### config.mk
export PLATFORM = sky130hd
export DESIGN_NAME = decodificador_pwm
export DESIGN_NICKNAME = d
export VERILOG_FILES = /design/src/rtl/decodificador_pwm.sv
export SDC_FILE = /design/constraint.sdc
export NUM_CORES = 1
export LEC_CHECK = 0
export BUFFER_PORTS_ARGS = -buffer_cell sky130_fd_sc_hd__buf_2
export CAP_MARGIN = 20
export CORE_ASPECT_RATIO = 0.9
export CORE_MARGIN = 2
export CORE_UTILIZATION = 45
export CTS_CLUSTER_SIZE = 14
export DETAILED_ROUTE_END_ITERATION = 10
export PLACE_DENSITY_LB_ADDON = 0.25
export SLEW_MARGIN = 20
export SYNTH_ARGS = -nofsm -noshare
export SYNTH_HDL_FRONTEND = slang
export SYNTH_SLANG_ARGS = --single-unit
### constraint.sdc
create_clock -name clock -period 4.5 [get_ports clock]
set_input_delay 0.45 -clock clock [delete_from_list [all_inputs] [get_ports clock]]
set_output_delay 0.45 -clock clock [all_outputs]
set_load 0.01 [all_outputs]
### src/rtl/decodificador_pwm.sv
// PWM receiver: measures high time and rising-to-rising period of an asynchronous
// PWM input and publishes one registered measurement per complete period.
module decodificador_pwm #(
  parameter int TIMEOUT  = 2_000_000,
  parameter int LARG_MIN = 25_000,
  parameter int LARG_MAX = 125_000
) (
  input  logic        clock,
  input  logic        reset,
  input  logic        pwm_in,
  output logic [16:0] largura,
  output logic [20:0] periodo,
  output logic        pronto,
  output logic        valido,
  output logic        fora_faixa,
  output logic        sem_sinal
);

  localparam logic [20:0] LIMITE    = 21'(TIMEOUT);
  localparam logic [16:0] LARG_BAIX = 17'(LARG_MIN);
  localparam logic [16:0] LARG_ALTA = 17'(LARG_MAX);

  typedef enum logic [1:0] {
    ESPERA = 2'd0,
    ALTO   = 2'd1,
    BAIXO  = 2'd2
  } estado_t;

  estado_t     estado;
  estado_t     prox;
  logic        pwm_p0;
  logic        pwm_p1;
  logic        pwm_p2;
  logic        subida;
  logic        descida;
  logic [20:0] cont;
  logic        cont_fim;
  logic [16:0] larg_tmp;
  logic        publica;
  logic        captura;
  logic        expira;

  // A count that does not fit the width output is clipped instead of wrapping.
  function automatic logic [16:0] sat_largura(input logic [20:0] valor);
    if (valor > 21'h01FFFF)
      return 17'h1FFFF;
    else
      return valor[16:0];
  endfunction

  function automatic logic fora_limites(input logic [16:0] larg);
    return (larg < LARG_BAIX) || (larg > LARG_ALTA);
  endfunction

  // Stage p0/p1: synchroniser; p2: edge history. Preset high so a line already high
  // when reset is released is not mistaken for a rising edge.
  always_ff @(posedge clock) begin
    if (reset) begin
      pwm_p0 <= 1'b1;
      pwm_p1 <= 1'b1;
      pwm_p2 <= 1'b1;
    end else begin
      pwm_p0 <= pwm_in;
      pwm_p1 <= pwm_p0;
      pwm_p2 <= pwm_p1;
    end
  end

  assign subida   = pwm_p1 & ~pwm_p2;
  assign descida  = ~pwm_p1 & pwm_p2;
  assign cont_fim = (cont == LIMITE);

  // Cycle counter: holds k on the k-th cycle after the synchronised rising edge.
  always_ff @(posedge clock) begin
    if (subida)
      cont <= 21'd1;
    else if (cont < LIMITE)
      cont <= cont + 21'd1;
  end

  always_ff @(posedge clock) begin
    if (reset)
      estado <= ESPERA;
    else
      estado <= prox;
  end

  always_comb begin
    prox = estado;
    case (estado)
      ESPERA: if (subida) prox = ALTO;
      ALTO: begin
        if (descida)
          prox = BAIXO;
        else if (cont_fim)
          prox = ESPERA;
      end
      BAIXO: begin
        if (subida)
          prox = ALTO;
        else if (cont_fim)
          prox = ESPERA;
      end
      default: prox = ESPERA;
    endcase
  end

  // A rising edge on the same cycle as the limit still closes a valid period.
  always_comb begin
    publica = 1'b0;
    captura = 1'b0;
    expira  = 1'b0;
    case (estado)
      ALTO: begin
        captura = descida;
        expira  = ~descida & cont_fim;
      end
      BAIXO: begin
        publica = subida;
        expira  = ~subida & cont_fim;
      end
      default: ;
    endcase
  end

  always_ff @(posedge clock) begin
    if (captura)
      larg_tmp <= sat_largura(cont);
  end

  // Publication stage: everything visible downstream changes together here.
  always_ff @(posedge clock) begin
    if (reset) begin
      largura    <= '0;
      periodo    <= '0;
      pronto     <= 1'b0;
      valido     <= 1'b0;
      fora_faixa <= 1'b0;
      sem_sinal  <= 1'b0;
    end else begin
      pronto <= publica;
      if (publica) begin
        largura    <= larg_tmp;
        periodo    <= cont;
        fora_faixa <= fora_limites(larg_tmp);
        valido     <= 1'b1;
        sem_sinal  <= 1'b0;
      end else if (expira) begin
        valido    <= 1'b0;
        sem_sinal <= 1'b1;
      end
    end
  end

endmodule
==> run metrics, run 1 <==
final net count=434; Mapped Nets=399; Crit Reg-Reg Startpoint=cont[17]$_SDFFE_PP0N_; CTS clk-pin slew, worst paths=0.08 ns; Die W=96.8 µm; ys async rst share=0; Final Cycle Share=0.524; initial DRC count=132; endpoints failing hold=0; vias after detailed routing=2,744; RSZ-0062 raised after global routing=false; drt drc=0; Synth warnings=0; pins over their slew limit=0; postcts setup bufs=0; CP max-delay cell=nor4_1; Place WS=2.15 ns; total iterations of the first detailed-routing run=4; Cell Rows=30; Hold WC Path Type=in2reg; CP Class=reg2reg; Gates resized, CTS repair=0; commonest non-fill, non-tap cells in the layout=93 x nand2_1, 68 x dfxtp_1, 47 x a21oi_1, 44 x buf_2, 26 x nor2_1; commonest non-fill, non-tap cell in the layout=nand2_1; I/O pins=45; fin worst setup slack=2.14 ns; Synth cell types=44; Final Cell Area=3980 µm²; Post-synth EDFFs=17; Syn-to-layout area delta=14.2%; DIE AREA=8480 µm²; worst path bufs/invs=0; setup slack, reg-to-reg=2.14 ns; Diodes inserted=0; Vias per Instance=5.22; Max-Cap Viols=0; crit path time final=2.36 ns; status=finished clean; DP Wirelength=5190 µm; Routed WL=7270 µm; Max-Slew Margin vs Limit=0.297; initial antenna violation count=0; CP cell instances=nor4_1 -> o21ai_1 -> or2_2; Pwr per Cell Area=440 nW/µm²; Routed wire per std cell=13.8 µm; CP endpoint kind=flop; clk_lat worst skew=0.36 ns; end-of-flow core utilization=0.528; f_max=424 MHz; Clock Sinks=85; Arr. time, crit path=2.47 ns; crit start category=flop; storage element area=1870 µm²; HP Start=pwm_in; Die Ht=87.5 µm; area of the multi-input gates=1500 µm²; CP Launch Point=cont[17]$_SDFFE_PP0N_; Setup TNS=0 ns; Peak VDD IR=0.226 mV; hold buffers post-CTS=0; Cells after Synth=390; gp weighted congestion=0.911; core area=7540 µm²; Clock Path Buffers=2; CP delay by family, top=simple AND/OR/NAND/NOR gates; CTS tree=yes; GR Util All Layers=0.182; syn_area_per_cell=8.95 µm²; aggregate global routing overflow=0; Leak=1.52 nW; Seq/Total Area, Yosys=0.536; Post-DP Area=3760 µm²; delay of the slowest critical-path stage=0.91 ns; Max FO, Critical Path=10; H-tree levels=3; ANT nets after route=0; Synth Flop Type=dfxtp_1; Final Setup Violations=0; vias in the first global route=2,522; Root Buffer=clkbuf_8; Worst-Margin Slew=1.04 ns; Starting Density=0.463; port bufs=44; Req. time, crit path=4.61 ns; # fillers=708; layout cells sized above 1=0.188; largest net degree at the start of global routing=48; hold_ws=0.268 ns; Synth Cell Area=3490 µm²; clk_skew=0.00753 ns; cts bufs inserted=9; register bit count reported by yosys=85; first-pass GRT wire length=12,300 µm
cell usage after synthesis, types with 7 or more instances:
| cell type | n | area share |
|---|---|---|
| xor2_1 | 8 | 0.020 |
| xnor2_1 | 8 | 0.020 |
| or2_2 | 12 | 0.022 |
| nor2_1 | 26 | 0.028 |
| nand2_1 | 93 | 0.10 |
| nor3_1 | 7 | 0.010 |
| clkbuf_1 | 19 | 0.020 |
| edfxtp_1 | 17 | 0.15 |
| nand3_1 | 7 | 0.010 |
| nand2b_1 | 8 | 0.014 |
| nand4_1 | 7 | 0.013 |
| a21oi_1 | 47 | 0.067 |
| dfxtp_1 | 68 | 0.39 |
| o21ai_0 | 7 | 0.010 |
final timing paths:
check | to | depth (start not counted)
max | larg_tmp[10]$_SDFFCE_PN1P_ | 3
min | pwm_p0$_SDFF_PP1_ | 2
max reg2reg | larg_tmp[10]$_SDFFCE_PN1P_ | 3
min reg2reg | pwm_p1$_SDFF_PP1_ | 1
kinds of logic (layout without fill, tap and decap cells):
family | count (synthesis) | count (layout) | synth area share
AOI/OAI and AO/OA | 71 | 71 | 0.118
xor gates and xnor gates | 16 | 16 | 0.0402
adders and majority gates | 6 | 6 | 0.0215
buffers and inverters | 30 | 70 | 0.0337
DFF | 85 | 85 | 0.536
and+or+nand+nor | 182 | 182 | 0.250
through the flow:
step / std cells / total power, mW
floorplan: 390 / 1.13
global placement: 510 / 1.19
detailed placement: 510 / 1.20
CTS: 526 / 1.77
global route: 526 / 1.84
finish: 526 / 1.75
sequential cells by signal, summed over array words and instances, names as in the netlist:
name,count
larg_tmp,17
largura,17
sem_sinal,1
periodo,21
fora_faixa,1
pwm_p2,1
pronto,1
valido,1
cont,21
estado,2
pwm_p0,1
pwm_p1,1
metal layers:
layer	global-route usage	part of all wire	routed length [µm]
met5	0	0	0
met3	0.0535	0.053	388
met2	0.287	0.45	3240
met1	0.242	0.49	3550
met4	0.0679	0.013	91
final cells by class:
| type | instances | area share |
|---|---|---|
| clock buffer | 12 | 0.0418 |
| clock inverter | 4 | 0.0132 |
| inverter | 6 | 0.00565 |
| multi-input combinational | 275 | 0.377 |
| sequential | 85 | 0.470 |
| tap | 96 | 0.0302 |
| timing repair buffer | 48 | 0.0628 |
power breakdown:
group | total [mW] | switching [mW] | internal, mW
clock network | 0.575 | 0.268 | 0.308
logic | 0.243 | 0.137 | 0.106
registers | 0.936 | 0.0880 | 0.848
total | 1.75 | 0.493 | 1.26
worst reg2reg max path, delay by kind of cell (launching register included):
family	cells	cell delay (ns)
flops	1	0.38
compound gates	1	0.42
simple gates	2	1.31
(Power assumes the default switching activity.)
==> run 2, diff against run 1 <==
- clock period: 4.5 -> 2.05 ns (I/O delays scaled with it)
==> run metrics, run 2 (same netlist as run 1, synthesis figures left out) <==
status=finished clean; Max FO, Critical Path=5; Final Setup Violations=0; CP cell instances=nand4_1 -> or4_4 -> nand4bb_4 -> or3_1 -> a21oi_1; Root Buffer=clkbuf_8; CP Class=reg2reg; CP max-delay cell=or4_4; Clock Path Buffers=2; filler-free cell count of the finished design=551; final net count=459; HP Start=pwm_in; Die Ht=87.5 µm; pins over their slew limit=0; R2R cell count=5; CTS clk-pin slew, worst paths=0.08 ns; DP Wirelength=5580 µm; endpoints failing hold=0; Leak=1.63 nW; Diodes inserted=0; cell count after placement=534; # fillers=706; Req. time, crit path=2.33 ns; port bufs=44; reg2reg end=cont[16]$_SDFFE_PP0N_; setup slack, reg-to-reg=0.08 ns; Hold EP=pwm_p0$_SDFF_PP1_; Final Cycle Share=0.960; I/O pins=45; hold buffers post-CTS=0; CP endpoint kind=flop; crit path time final=1.97 ns; initial DRC count=131; clk_skew=0.00877 ns; Max-Slew Margin vs Limit=0.557; Max-Cap Viols=0; H-tree levels=3; Worst-Margin Slew=0.665 ns; Syn-to-layout area delta=18.9%; cts bufs inserted=9; worst path bufs/invs=0; CP Launch Point=cont[8]$_SDFFE_PP0N_; layout cells sized above 1=0.235; ANT nets after route=0; area of the multi-input gates=1510 µm²; Hold WC Path Type=in2reg; Cell Rows=30; commonest non-fill, non-tap cell in the layout=nand2_1; drt drc=0; Crit Reg-Reg Startpoint=cont[8]$_SDFFE_PP0N_; Peak VDD IR=0.423 mV; DIE AREA=8480 µm²; delay of the slowest critical-path stage=0.55 ns; gp weighted congestion=0.927; f_max=508 MHz; Die W=96.8 µm; aggregate global routing overflow=0; CTS tree=yes; Starting Density=0.463; commonest non-fill, non-tap cells in the layout=93 x nand2_1, 67 x dfxtp_1, 47 x a21oi_1, 44 x buf_2, 29 x buf_4; vias after detailed routing=2,860; total iterations of the first detailed-routing run=4; Clock Sinks=85; Vias per Instance=5.19; first-pass GRT wire length=13,400 µm; core area=7540 µm²; vias in the first global route=2,702; Arr. time, crit path=2.25 ns; Routed WL=7820 µm; Routed wire per std cell=14.2 µm; crit start category=flop; GR Util All Layers=0.200; clk_lat worst skew=0.35 ns; largest net degree at the start of global routing=41; Hold Path Stages=2; Pwr per Cell Area=943 nW/µm²; CP delay by family, top=simple AND/OR/NAND/NOR gates; Largest regs=cont x21, periodo x21; Setup TNS=0 ns; storage element area=1870 µm²; initial antenna violation count=0; RSZ-0062 raised after global routing=false
[run 2: changes by cell type in the layout (fill, tap and decap cells not counted)]
cell,previous run,this run
clkinv_4,1,0
dfxtp_1,68,67
nor4_2,0,1
clkinvlp_4,0,2
dfxtp_2,0,1
clkbuf_8,10,9
clkinv_1,0,1
clkbuf_16,1,0
nor4_1,6,5
buf_4,4,29
[run 2: power breakdown]
group | internal [mW] | switching, mW
sequential | 1.86 | 0.111
combinational | 0.345 | 0.443
clock | 0.562 | 0.591
total | 2.77 | 1.15
[run 2: worst max path at each step]
stage | end | cells after the start | slack [ns]
final | cont[16]$_SDFFE_PP0N_ | 5 | 0.08
after global routing | estado[0]$_SDFFE_PP0P_ | 7 | 0.008
after CTS | cont[16]$_SDFFE_PP0N_ | 5 | 0.10
after detailed placement | cont[16]$_SDFFE_PP0N_ | 5 | 0.12
after global placement | cont[10]$_SDFFE_PP0N_ | 5 | 0.13
after floorplan | larg_tmp[9]$_SDFFCE_PN1P_ | 3 | 0.09
[run 2: repair_timing]
item | 4_1_cts | 5_1_grt
setup buffers | 0 | 1
setup endpoints to repair | 0 | 12
resized for setup | 0 | 2
[run 2: routing by layer]
layer | up-vias | share of wire | track usage
met4 | 0 | 0.0061 | 0.0768
met1 | 1353 | 0.49 | 0.270
met5 | - | 0 | 0
li1 | 1449 | - | -
met3 | 5 | 0.043 | 0.0399
met2 | 53 | 0.46 | 0.321
[run 2: stage by stage]
step	worst slack [ns]	area, µm²	total power [mW]	hold WS (ns)	utilization
global placement	0.126	3950	2.79	0.388	0.523
floorplan	0.0947	3490	2.47	0.295	-
CTS	0.101	4140	3.94	0.0259	0.548
detailed placement	0.120	3950	2.79	0.392	0.523
global route	0.00837	4150	4.14	0.0383	0.550
finish	0.0830	4150	3.91	0.0385	0.550
[run 2: cell type report]
cell class	count	area share
repair buffers	73	0.106
inverters	6	0.00543
clock buffers	10	0.0308
flip-flops and latches	85	0.451
multi-input cells	275	0.363
well taps	96	0.0289
clock inverters	6	0.0151
[run 2: worst reg2reg max path: stages, from the launching register on]
cell and delay (ns):
dfxtp_1 0.41, nand4_1 0.23, or4_4 0.56, nand4bb_4 0.25, or3_1 0.31, a21oi_1 0.14
